### config.mk
export PLATFORM = sky130hd
export DESIGN_NAME = regdst_track
export DESIGN_NICKNAME = d
export VERILOG_FILES = /design/src/rtl/regdst_track.sv
export SDC_FILE = /design/constraint.sdc
export NUM_CORES = 1
export LEC_CHECK = 0
export CAP_MARGIN = 20
export CORE_MARGIN = 2
export CORE_UTILIZATION = 40
export DETAILED_ROUTE_END_ITERATION = 10
export PLACE_DENSITY_LB_ADDON = 0.2
export RECOVER_POWER = 50
export SLEW_MARGIN = 20
export SYNTH_ARGS = -nofsm -noshare
export SYNTH_HDL_FRONTEND = slang
export SYNTH_SLANG_ARGS = --single-unit
### constraint.sdc
create_clock -name clk -period 1.4 [get_ports clk]
set_input_delay 0.21 -clock clk [delete_from_list [all_inputs] [get_ports clk]]
set_output_delay 0.21 -clock clk [all_outputs]
set_load 0.01 [all_outputs]
### src/rtl/regdst_track.sv
// Destination-register select plus DEPTH-stage in-flight destination tracker with hazard flags.
// Optional REGDST_FWD_PRIO_EN adds youngest-match forwarding indices.
module regdst_track #(
    parameter int WIDTH   = 5,
    parameter int NUM_SRC = 3,
    parameter int SEL_W   = 2,
    parameter int DEPTH   = 3
) (
    input  logic                     clk,
    input  logic                     rst,
    input  logic [NUM_SRC*WIDTH-1:0] src_bus,
    input  logic [SEL_W-1:0]         dst_sel,
    input  logic                     in_valid,
    input  logic                     reg_write,
    input  logic                     stall,
    input  logic                     flush,
    input  logic [WIDTH-1:0]         rs_addr,
    input  logic [WIDTH-1:0]         rt_addr,
    output logic [WIDTH-1:0]         dst_out,
    output logic                     dst_valid,
    output logic [WIDTH-1:0]         wb_dst,
    output logic                     wb_valid,
    output logic [DEPTH-1:0]         hazard_rs,
    output logic [DEPTH-1:0]         hazard_rt
`ifdef REGDST_FWD_PRIO_EN
    ,
    output logic [$clog2(DEPTH+1)-1:0] fwd_rs_idx,
    output logic [$clog2(DEPTH+1)-1:0] fwd_rt_idx
`endif
);

    logic [DEPTH-1:0] valid_q, valid_d;
    logic [WIDTH-1:0] addr_q [DEPTH];
    logic [WIDTH-1:0] addr_d [DEPTH];
    logic [WIDTH-1:0] sel_dst;
    logic             next_v0;

    // Out-of-range selector falls through to $0, which never becomes valid.
    always_comb begin
        sel_dst = '0;
        for (int unsigned i = 0; i < NUM_SRC; i++) begin
            if (32'(dst_sel) == i) begin
                sel_dst = src_bus[i*WIDTH +: WIDTH];
            end
        end
        next_v0 = in_valid & reg_write & (sel_dst != '0);
    end

    always_comb begin
        valid_d = valid_q;
        addr_d  = addr_q;
        for (int unsigned k = 1; k < DEPTH; k++) begin
            valid_d[k] = valid_q[k-1];
            addr_d[k]  = addr_q[k-1];
        end
        if (flush) begin
            valid_d[0] = 1'b0;
            addr_d[0]  = '0;
        end else if (stall) begin
            valid_d[0] = valid_q[0];
            addr_d[0]  = addr_q[0];
            valid_d[1] = 1'b0;
            addr_d[1]  = '0;
        end else begin
            valid_d[0] = next_v0;
            addr_d[0]  = sel_dst;
        end
    end

    always_ff @(posedge clk or posedge rst) begin
        if (rst) begin
            valid_q <= '0;
            for (int unsigned k = 0; k < DEPTH; k++) begin
                addr_q[k] <= '0;
            end
        end else begin
            valid_q <= valid_d;
            for (int unsigned k = 0; k < DEPTH; k++) begin
                addr_q[k] <= addr_d[k];
            end
        end
    end

    assign dst_out   = addr_q[0];
    assign dst_valid = valid_q[0];
    assign wb_dst    = addr_q[DEPTH-1];
    assign wb_valid  = valid_q[DEPTH-1];

    always_comb begin
        hazard_rs = '0;
        hazard_rt = '0;
        for (int unsigned k = 0; k < DEPTH; k++) begin
            hazard_rs[k] = valid_q[k] & (addr_q[k] == rs_addr) & (rs_addr != '0);
            hazard_rt[k] = valid_q[k] & (addr_q[k] == rt_addr) & (rt_addr != '0);
        end
    end

`ifdef REGDST_FWD_PRIO_EN
    localparam int IDX_W = $clog2(DEPTH+1);

    // Scan oldest to youngest so the youngest match is the last one written.
    always_comb begin
        fwd_rs_idx = '0;
        fwd_rt_idx = '0;
        for (int unsigned j = 0; j < DEPTH; j++) begin
            if (hazard_rs[DEPTH-1-j]) fwd_rs_idx = IDX_W'(DEPTH - j);
            if (hazard_rt[DEPTH-1-j]) fwd_rt_idx = IDX_W'(DEPTH - j);
        end
    end
`endif

endmodule

-- After elaboration in Yosys (flattened, before gate mapping)
Cells that the tools add are included.
- input port bits: 33
- output and inout port bits: 18
- flip-flop bits (word level): 18
- equal/unequal tests: 9
- reductions and logical operators: 4
- bitwise gates (word level): 14
- mux-type cells: 11
- operators by type and width (operator ; count):
    2-to-1 mux 5 bit ; 7
    equality test 5 bit ; 6
    nonzero test 5 bit ; 3
    AND 1 bit ; 14
    2-to-1 mux 1 bit ; 4
    equality test 2 x 1 -> 1 bit (second input constant) ; 1
    equality test 2 bit (second input constant) ; 1
    zero test 2 bit ; 1
    inequality test 2 x 1 -> 1 bit (second input constant) ; 1

-- Longest topological paths before layout
Gate-level depths: netlist of run 1.
- word-level depth: 8
- gate-level depth with buffers: 5

-- Least setup slack after synthesis of run 1
Ideal clock, no wire load.
- path type: reg-to-output
- start: register addr_q (netlist bit dst_out[0])
- end: output hazard_rs[0]
- path slack: 0.127 ns
- data arrival time: 1.063 ns
- cell stages (with the launch flop): 4
- cell sequence: dfrtp_1 > xnor2_1 > nand4_1 > nor4_1
- longest elaborated chain between the ends: 3
- ends and longest elaborated chain (what ; RTL line ; RTL):
    start, declared ; 33 ; logic [WIDTH-1:0] addr_q [DEPTH];
    start signal, assigned by index ; 79 ; addr_q[k] <= addr_d[k];
    equality test 5 bit ; 93 ; hazard_rs[k] = valid_q[k] & (addr_q[k] == rs_addr) & (rs_addr != '0);
    AND 1 bit (2 in series) ; 93 ;
    end, declared ; 23 ; output logic [DEPTH-1:0] hazard_rs,
Every way passes these cells.

-- Worst setup path after layout of run 1
- start: register addr_q (netlist bit dst_out[0])
- end: output hazard_rt[0]
- longest elaborated chain between the ends: 3
- ends and longest elaborated chain (what ; RTL line ; RTL):
    equality test 5 bit ; 94 ; hazard_rt[k] = valid_q[k] & (addr_q[k] == rt_addr) & (rt_addr != '0);
    AND 1 bit (2 in series) ; 94 ;
    end, declared ; 24 ; output logic [DEPTH-1:0] hazard_rt
Every way passes these cells.

==> run_results.csv, run 1 <==
group,metric,value,unit
yosys,synth.yosys.warnings,0,
yosys,main_combinational_cell_family_by_area_after_synthesis,"XOR/XNOR gates",
power_and_ir_drop,p_sw,0.000342,W
power_and_ir_drop,comb_power_share,29.6,%
grt,grtUsageTotal,21.1,%
worst_setup_path,crit_family,"flip-flops",
floorplanning,std_cell_rows,18,
clock_tree,cts_buffers,3,
sta,layout_worst_path_cycle_share,119,%
route,final_antenna_net_count,0,
worst_setup_path,worst_path_max_delay_cell,"sky130_fd_sc_hd__dfrtp_2",
power_and_ir_drop,cellInternalPower,0.000924,W
sta,setup-tns-final,-1300,ps
route,drt_iter0_drc,18,
finish,area.growth.synth_to_final,70.4,%
worst_setup_path,register_to_register_path_setup_slack,370,ps
yosys,synth_xor_xnor_area_share,24.2,%
worst_setup_path,timing.critical_path.required,1190,ps
yosys,yosysTopAreaCellShare,41.4,%
finish,layout-drive-gt1-share,30.6,%
sta,max_slew_margin,38.2,%
yosys,yosys.area_share.adder,0,%
clock_tree,cts.hold.buffers_added,0,
power_and_ir_drop,seq_power_share,45.5,%
yosys,synth.largest_area_cell,"sky130_fd_sc_hd__dfrtp_1",
sta,slew_violations,0,
sta,post-route-worst-setup-slack,-263,ps
clock_tree,clockBufferDepth,2,
power_and_ir_drop,clockPowerShare,24.9,%
worst_setup_path,critical_path_buf_inv_count,1,
grt,antenna_found_initial,0,
worst_hold_path,hold_path.startpoint,"valid_q[1]$_DFF_PP0_",
yosys,avg_inst_size_synth,10.7,µm²
route,via_count,1076,
yosys,synth.ff_latch_count,18,
worst_setup_path,worstPathMaxFanout,3,
place,port_buffers,50,
worst_setup_path,critical_path_arrival,1450,ps
worst_hold_path,min_to,"valid_q[2]$_DFF_PP0_",
yosys,yosys.cell_types.count,22,
finish,mostFrequentLayoutCell,"sky130_fd_sc_hd__buf_4",
floorplanning,initial_utilization,43.1,%
yosys,area_share_of_and_or_nand_nor_cells_after_synthesis,17.1,%
route,route.detailed.drc,0,
clock_tree,clkSinkCount,18,
yosys,synth_compound_gate_area_share,5.87,%
worst_hold_path,timing.hold.worst_path_depth,0,
grt,first_global_vias,1175,
sta,maxClockFrequency,601,MHz
grt,largest_net_degree_at_the_start_of_global_routing,19,
grt,grt_use_met1,23.3,%
yosys,postSynthNetCount,135,
worst_setup_path,crit_type,"flop to output port",
route,routed_len_inst,15.1,µm
yosys,synth_area_leaders,"sky130_fd_sc_hd__dfrtp_1 41%, sky130_fd_sc_hd__xnor2_1 14%, sky130_fd_sc_hd__xor2_1 9.7%",
finish,fillerInstances,199,
power_and_ir_drop,power_density,683,nW/µm²
yosys,synth.cell_area,1090,µm²
floorplanning,ios,51,
worst_setup_path,r2r_end,"dst_out[0]$_DFFE_PP0P_",
worst_setup_path,worstReg2RegStart,"dst_out[0]$_DFFE_PP0P_",
run,timing.max_cap.violations,0,
power_and_ir_drop,vdd_ir_drop_max,423,µV
place,detailed_place_hpwl,2410,µm
worst_setup_path,timing.reg2reg.worst_path_depth,4,
finish,finish.utilization,73.5,%
grt,globalRouteMet3Util,3.95,%
power_and_ir_drop,power_switching_share,27.0,%
sta,final.min_clock_period,1660,ps
sta,report.final.setup_viol,6,
worst_setup_path,crit_path_launch_type,"flop",
finish,final_cell_area,1850,µm²
worst_setup_path,timing.critical_path.to_type,"output port",
floorplanning,die-width,56.1,µm
finish,diodes,0,
yosys,seq_area_frac_synth,41.4,%
route,via_density,5.12,
grt,top_usage_layer,"met2",
sta,finalClockSkew,2.10,ps
clock_tree,cts_max_level,1,
yosys,synth_cells,102,
worst_hold_path,min-delay-path-class,"flop to flop",
place,finalWeightedCongestion,0.905,
sta,setup_repair_after_global_routing_missed_its_margin,"true",
clock_tree,ctsRootBufferMaster,"sky130_fd_sc_hd__clkbuf_4",
worst_setup_path,cp_cell_sequence,"xnor2_1, nand4_1, nor4_2, buf_2",
status,outcome,"finished with violations",
grt,global_route.overflow_total,0,
floorplanning,fp.dieArea,3150,µm²
sta,fin_worst_hold_slack,420,ps
finish,design.final.nets,214,
grt,gr-usage-met2,39.7,%
yosys,mux_share_of_post_synthesis_cell_area,9.21,%
floorplanning,chipHeight,56.1,µm
status,failed_checks,"negative setup slack",
sta,hold_violations,0,
power_and_ir_drop,power_leakage,0.874,nW
place,placement.cell_area,1760,µm²
finish,most_used_cells_in_the_layout_excluding_fill_and_tap_cells,"24 x sky130_fd_sc_hd__buf_4, 21 x sky130_fd_sc_hd__clkdlybuf4s50_1, 17 x sky130_fd_sc_hd__dfrtp_1",
route,final_routed_wirelength,3180,µm
floorplanning,core,2520,µm²
worst_setup_path,critical_path.max_stage_delay,460,ps
finish,multiInputGateArea,668,µm²
route,initial_drt_pass_iterations,4,
place,dp_worst_setup_slack,-766,ps
grt,global_route_wire_length_before_repair,5240,µm
clock_tree,cts_tree,"done",
sta,worstMarginPinSlew,927,ps
finish,seq_area,452,µm²
clock_tree,clk_pin_slew,100,ps
clock_tree,clock_insertion_delay_worst_skew,290,ps
-- synthesized netlist by cell type (all sizes together) --
cell      n
clkbuf    1
nor2      7
dfrtp    18
nor3      1
buf       2
o211ai    1
nand2b    1
o31ai     1
inv       1
xor2     12
o21ai     1
and2      6
nor2b     1
mux2i    10
o2bb2ai   5
or4       2
nand4     6
xnor2    18
nand2     2
nor4      6
-- sequential cells by signal, summed over array words and instances, names as in the netlist --
signal and cells:
addr_d 5, valid_q 3, wb_dst 5, dst_out 5
-- per-layer routing --
metal | vias to the layer above | wire length, µm
met5 | - | 0
met3 | 6 | 183
met4 | 0 | 59
li1 | 516 | -
met2 | 41 | 1730
met1 | 513 | 1210
-- cell type report --
type                       count  share of cell area [%]
sequential                    18                    24.4
timing repair buffer          77                    35.4
tap                           30                    2.03
inverter                       1                   0.203
multi-input combinational     80                    36.1
clock buffer                   4                    1.96
-- power by group through the flow --
stage | Clock (W) | Combinational, W | Sequential, W
3_5_place_dp | 0 | 0.000367 | 0.000586
6_report | 0.000315 | 0.000375 | 0.000576
2_1_floorplan | 0 | 0.000135 | 0.000593
4_1_cts | 0.000324 | 0.000356 | 0.000575
3_3_place_gp | 0 | 0.000358 | 0.000584
5_1_grt | 0.000355 | 0.000406 | 0.000580
-- repair_timing --
item / in CTS / in global routing
buffers inserted: 4 / 3
pin swaps: 5 / 6
setup endpoints to repair: 18 / 13
resized for setup: 65 / 19
-- cells by family after synthesis --
| family | count (synthesis) |
|---|---|
| AOI/OAI and AO/OA | 8 |
| muxes | 10 |
| xor gates and xnor gates | 30 |
| DFF | 18 |
| buffers and inverters | 4 |
| and+or+nand+nor | 32 |
-- worst max-delay path by stage --
stage | startpoint | end | slack (ps) | depth (start not counted)
after CTS | dst_out[0]$_DFFE_PP0P_ | hazard_rs[0] | -300 | 4
after global placement | rt_addr[3] | hazard_rt[0] | -750 | 5
after floorplan | dst_out[0]$_DFFE_PP0P_ | hazard_rs[0] | 130 | 3
after global routing | dst_out[4]$_DFFE_PP0P_ | hazard_rs[0] | -350 | 4
after detailed placement | rs_addr[3] | hazard_rs[0] | -770 | 5
final | dst_out[0]$_DFFE_PP0P_ | hazard_rt[0] | -260 | 4
-- stage by stage --
step                total power [W]  std cells
global placement           0.000942        199
CTS                         0.00125        207
detailed placement         0.000953        199
global route                0.00134        210
finish                      0.00127        210
floorplan                  0.000728        102
Note: power is estimated with default switching activity, not from simulation.
==> inputs of run 2 (changes only) <==
--- a/config.mk
+++ b/config.mk
@@ -6,12 +6,13 @@
 export NUM_CORES = 1
 export LEC_CHECK = 0
 export CAP_MARGIN = 20
+export CORE_ASPECT_RATIO = 1.2
 export CORE_MARGIN = 2
 export CORE_UTILIZATION = 40
 export DETAILED_ROUTE_END_ITERATION = 10
+export GPL_TIMING_DRIVEN = 0
 export PLACE_DENSITY_LB_ADDON = 0.2
 export RECOVER_POWER = 50
-export SLEW_MARGIN = 20
 export SYNTH_ARGS = -nofsm -noshare
 export SYNTH_HDL_FRONTEND = slang
 export SYNTH_SLANG_ARGS = --single-unit
==> run_results.csv, run 2 (synthesized netlist as in run 1, its figures left out) <==
group,metric,value,unit
status,outcome,"finished with violations",
status,failed_checks,"negative setup slack",
route,final_antenna_net_count,0,
place,placement.cell_area,1600,µm²
route,drt_iter0_drc,15,
clock_tree,cts_max_level,1,
place,finalWeightedCongestion,0.814,
finish,area.growth.synth_to_final,52.8,%
place,dp_worst_setup_slack,-831,ps
floorplanning,core,2550,µm²
grt,global_route_wire_length_before_repair,4310,µm
power_and_ir_drop,vdd_ir_drop_max,429,µV
worst_hold_path,min-delay-path-class,"input pin to flop",
power_and_ir_drop,power_density,718,nW/µm²
grt,antenna_found_initial,0,
finish,finish.utilization,65.1,%
sta,finalClockSkew,1.63,ps
place,detailed_place_hpwl,2180,µm
route,topRoutingLayerUsed,"met4",
sta,layout_worst_path_cycle_share,122,%
sta,report.final.setup_viol,6,
worst_setup_path,crit_path_launch_type,"flop",
route,via_count,995,
route,final_routed_wirelength,2790,µm
floorplanning,fp.dieArea,3150,µm²
finish,diodes,0,
finish,design.final.nets,195,
worst_setup_path,timing.critical_path.to_type,"output port",
clock_tree,clock_insertion_delay_worst_skew,280,ps
worst_setup_path,timing.critical_path.required,1190,ps
finish,most_used_cells_in_the_layout_excluding_fill_and_tap_cells,"18 x sky130_fd_sc_hd__clkdlybuf4s50_1, 17 x sky130_fd_sc_hd__xnor2_1, 14 x sky130_fd_sc_hd__dfrtp_1",
grt,global_route.overflow_total,0,
floorplanning,die-width,51.6,µm
clock_tree,clockBufferDepth,2,
grt,grtUsageTotal,18.7,%
sta,maxClockFrequency,586,MHz
worst_setup_path,worstPathMaxFanout,3,
route,routed_len_inst,14.4,µm
clock_tree,clk_pin_slew,100,ps
grt,largest_net_degree_at_the_start_of_global_routing,19,
sta,post-route-worst-setup-slack,-306,ps
clock_tree,cts.hold.buffers_added,0,
finish,instances_no_fill,194,
finish,final_cell_area,1660,µm²
finish,mostFrequentLayoutCell,"sky130_fd_sc_hd__clkdlybuf4s50_1",
clock_tree,clkSinkCount,18,
route,initial_drt_pass_iterations,4,
sta,hold_violations,0,
floorplanning,ios,51,
place,post-place-cells,182,
route,route.detailed.drc,0,
floorplanning,chipHeight,61.1,µm
sta,slew_violations,0,
grt,first_global_vias,1009,
sta,final.min_clock_period,1710,ps
place,port_buffers,47,
route,via_density,5.13,
finish,fillerInstances,221,
floorplanning,initial_utilization,42.6,%
sta,setup_repair_after_global_routing_missed_its_margin,"true",
route,met3RoutedLength,188,µm
sta,setup-tns-final,-1130,ps
clock_tree,ctsRootBufferMaster,"sky130_fd_sc_hd__clkbuf_4",
route,wl_met2,1550,µm
sta,max_slew_margin,56.8,%
worst_setup_path,critical_path_arrival,1500,ps
clock_tree,cts_tree,"done",
worst_setup_path,crit_type,"flop to output port",
worst_setup_path,register_to_register_path_setup_slack,470,ps
sta,worstMarginPinSlew,648,ps
power_and_ir_drop,power_leakage,0.787,nW
floorplanning,std_cell_rows,20,
clock_tree,cts_buffers,3,
route,m1WireLength,986,µm
run,timing.max_cap.violations,0,
finish,layout-drive-gt1-share,23.6,%
-- run 2: changes by cell type in the layout (fill, tap and decap cells not counted), sizes merged --
| cell | previous run | this run |
|---|---|---|
| dlygate4sd2 | 9 | 12 |
| buf | 32 | 20 |
| clkdlybuf4s50 | 21 | 18 |
| dlymetal6s2s | 0 | 1 |
| clkdlybuf4s15 | 10 | 4 |
| clkbuf | 8 | 6 |
-- run 2: area by class of cell --
cell class,count,area (µm²),area share [%]
buffer,3,20.0,1.20
multi-input combinational,80,642,38.6
sequential,18,455,27.4
inverter,1,3.75,0.226
clock buffer,4,36.3,2.18
tap,33,41.3,2.48
timing repair buffer,55,463,27.9
-- run 2: path summary, 6_finish.rpt --
path | from | to | cells after the start
min reg2reg | valid_q[1]$_DFF_PP0_ | valid_q[2]$_DFF_PP0_ | 0
max reg2reg | dst_out[3]$_DFFE_PP0P_ | dst_out[3]$_DFFE_PP0P_ | 3
max in group asynchronous | rst | dst_out[2]$_DFFE_PP0P_ | 2
min | flush | dst_out[1]$_DFFE_PP0P_ | 2
max | dst_out[3]$_DFFE_PP0P_ | hazard_rt[0] | 4
min in group asynchronous | rst | valid_q[2]$_DFF_PP0_ | 2
-- run 2: per-stage QoR --
stage                     power, W  hold WS, ps
after global routing       0.00125          271
after detailed placement  0.000900          418
after CTS                  0.00120          259
final                      0.00119          255
after global placement    0.000889          407
after floorplan           0.000728          149
-- run 2: routing by layer --
layer	up-vias	GRT usage, %
li1	479	-
met1	459	17.9
met2	51	37.4
met3	6	1.94
met4	0	12.4
met5	-	0
-- run 2: worst max-delay path: stages (launching register included) --
cell                      delay [ps]
sky130_fd_sc_hd__dfrtp_2         450
sky130_fd_sc_hd__xnor2_2         160
sky130_fd_sc_hd__nand4_1         140
sky130_fd_sc_hd__nor4_2          290
sky130_fd_sc_hd__buf_2           170
-- run 2: what timing repair did --
action	CTS	global route
resized for setup	76	6
gates cloned	0	0
buffers inserted	8	0
endpoints found under the setup margin	18	8
pin swaps	10	12
-- run 2: power breakdown --
part / internal, W / switching [W]
combinational: 0.000174 / 0.000135
sequential: 0.000548 / 0.0000313
clock: 0.000158 / 0.000147
total: 0.000880 / 0.000313
==> inputs of run 3 (changes only) <==
--- a/config.mk
+++ b/config.mk
@@ -7,7 +7,6 @@
 export LEC_CHECK = 0
 export CAP_MARGIN = 20
 export CORE_ASPECT_RATIO = 1.2
-export CORE_MARGIN = 2
 export CORE_UTILIZATION = 40
 export DETAILED_ROUTE_END_ITERATION = 10
 export GPL_TIMING_DRIVEN = 0
==> run_results.csv, run 3 (synthesized netlist as in run 1, its figures left out) <==
group,metric,value,unit
floorplanning,ios,51,
worst_setup_path,crit_path_launch_type,"flop",
route,route.detailed.drc,0,
floorplanning,initial_utilization,42.6,%
finish,mostFrequentLayoutCell,"sky130_fd_sc_hd__clkdlybuf4s50_1",
worst_setup_path,crit_type,"flop to output port",
power_and_ir_drop,power_density,701,nW/µm²
floorplanning,std_cell_rows,20,
finish,fillerInstances,214,
sta,maxClockFrequency,564,MHz
worst_hold_path,timing.hold.worst_path_depth,2,
finish,diodes,0,
sta,post-route-worst-setup-slack,-374,ps
clock_tree,cts.hold.buffers_added,0,
sta,layout_worst_path_cycle_share,127,%
sta,finalClockSkew,0.410,ps
status,failed_checks,"negative setup slack",
finish,most_used_cells_in_the_layout_excluding_fill_and_tap_cells,"19 x sky130_fd_sc_hd__clkdlybuf4s50_1, 14 x sky130_fd_sc_hd__xnor2_1, 14 x sky130_fd_sc_hd__dfrtp_1",
finish,instances_no_fill,200,
grt,grtUsageTotal,22.1,%
finish,multiInputGateArea,692,µm²
grt,first_global_vias,1082,
grt,largest_net_degree_at_the_start_of_global_routing,19,
sta,setup_repair_after_global_routing_missed_its_margin,"true",
grt,global_route.overflow_total,0,
route,via_count,1045,
worst_setup_path,timing.critical_path.required,1190,ps
worst_setup_path,worstPathMaxFanout,3,
floorplanning,chipHeight,59.1,µm
floorplanning,die-width,49.6,µm
route,routed_len_inst,14.7,µm
place,port_buffers,47,
worst_setup_path,critical_path_arrival,1560,ps
clock_tree,ctsRootBufferMaster,"sky130_fd_sc_hd__clkbuf_4",
run,timing.max_cap.violations,0,
finish,seq_area,455,µm²
route,final_routed_wirelength,2930,µm
finish,final_cell_area,1760,µm²
clock_tree,cts_buffers,3,
clock_tree,clkSinkCount,18,
grt,global_route_wire_length_before_repair,4800,µm
worst_setup_path,timing.critical_path.to_type,"output port",
status,outcome,"finished with violations",
sta,final.min_clock_period,1770,ps
clock_tree,cts_max_level,1,
sta,max_slew_margin,56.5,%
route,drt_iter0_drc,11,
sta,setup-tns-final,-1440,ps
sta,worstMarginPinSlew,652,ps
power_and_ir_drop,power_leakage,0.815,nW
clock_tree,clock_insertion_delay_worst_skew,290,ps
clock_tree,clockBufferDepth,2,
worst_setup_path,timing.reg2reg.worst_path_depth,4,
power_and_ir_drop,vdd_ir_drop_max,430,µV
sta,hold_violations,0,
route,final_antenna_net_count,0,
worst_hold_path,hold_path.startpoint,"flush",
clock_tree,cts_tree,"done",
sta,report.final.setup_viol,6,
sta,slew_violations,0,
worst_setup_path,r2r_end,"dst_out[0]$_DFFE_PP0P_",
route,via_density,5.23,
route,initial_drt_pass_iterations,4,
floorplanning,fp.dieArea,2930,µm²
finish,layout-drive-gt1-share,29.9,%
floorplanning,core,2550,µm²
worst_hold_path,min-delay-path-class,"input pin to flop",
finish,area.growth.synth_to_final,61.4,%
worst_hold_path,min_to,"dst_out[3]$_DFFE_PP0P_",
place,placement.cell_area,1600,µm²
clock_tree,clk_pin_slew,100,ps
place,finalWeightedCongestion,0.825,
grt,antenna_found_initial,0,
worst_setup_path,worstReg2RegStart,"dst_out[0]$_DFFE_PP0P_",
finish,design.final.nets,201,
place,post-place-cells,182,
worst_setup_path,register_to_register_path_setup_slack,370,ps
run 3: changes by cell type in the layout (fill, tap and decap cells not counted), moves of 2 or more:
cell / change
sky130_fd_sc_hd__buf_4: +4
sky130_fd_sc_hd__buf_2: -3
sky130_fd_sc_hd__nor4_1: -3
sky130_fd_sc_hd__nor4_2: +3
sky130_fd_sc_hd__xnor2_1: -3
sky130_fd_sc_hd__xnor2_2: +3
sky130_fd_sc_hd__clkbuf_2: +2
run 3: metal layers:
metal	track usage, %	vias up	wire (µm)
met5	0	-	0
met4	13.5	0	104
met3	2.31	9	162
met2	44.2	52	1660
met1	21.4	493	1000
li1	-	491	-
run 3: worst max-delay path: stages (launching register included):
cell and delay (ps):
sky130_fd_sc_hd__dfrtp_2 440, sky130_fd_sc_hd__xnor2_1 170, sky130_fd_sc_hd__nand4_1 160, sky130_fd_sc_hd__nor4_2 320
sky130_fd_sc_hd__buf_2 180
run 3: how the worst max path moves through the flow:
stage	startpoint	end	slack, ps	depth (start not counted)
after detailed placement	rt_addr[2]	hazard_rt[0]	-830	5
after CTS	dst_out[0]$_DFFE_PP0P_	hazard_rs[0]	-320	4
after floorplan	dst_out[0]$_DFFE_PP0P_	hazard_rs[0]	130	3
final	dst_out[3]$_DFFE_PP0P_	hazard_rs[0]	-370	4
after global placement	rs_addr[1]	hazard_rs[0]	-820	5
after global routing	dst_out[3]$_DFFE_PP0P_	hazard_rs[0]	-420	4
run 3: power by group:
group          internal (W)  leakage, nW  total [W]  switching, W
clock network      0.000159       0.0210   0.000315      0.000156
logic              0.000191        0.555   0.000337      0.000146
registers          0.000548        0.239   0.000579     0.0000315
run 3: per-stage QoR:
step	setup slack, ps	utilization (%)	hold slack (ps)	total power [W]
finish	-374	68.8	247	0.00123
global route	-422	68.8	275	0.00129
CTS	-324	67.6	241	0.00122
detailed placement	-832	62.6	414	0.000899
global placement	-823	62.6	406	0.000888
floorplan	127	-	149	0.000728
run 3: area by class of cell:
class                      instances  area share, %
buffer                             3           1.14
clock buffer                       4           2.07
inverter                           1          0.214
multi-input combinational         80           39.4
sequential                        18           25.9
tap                               33           2.35
timing repair buffer              61           28.9
run 3: timing repair:
| action | 4_1_cts | 5_1_grt |
|---|---|---|
| setup endpoints to repair | 18 | 8 |
| cloned | 0 | 0 |
| setup buffers | 12 | 2 |
| gates resized for setup | 74 | 13 |
| pin swaps | 10 | 5 |
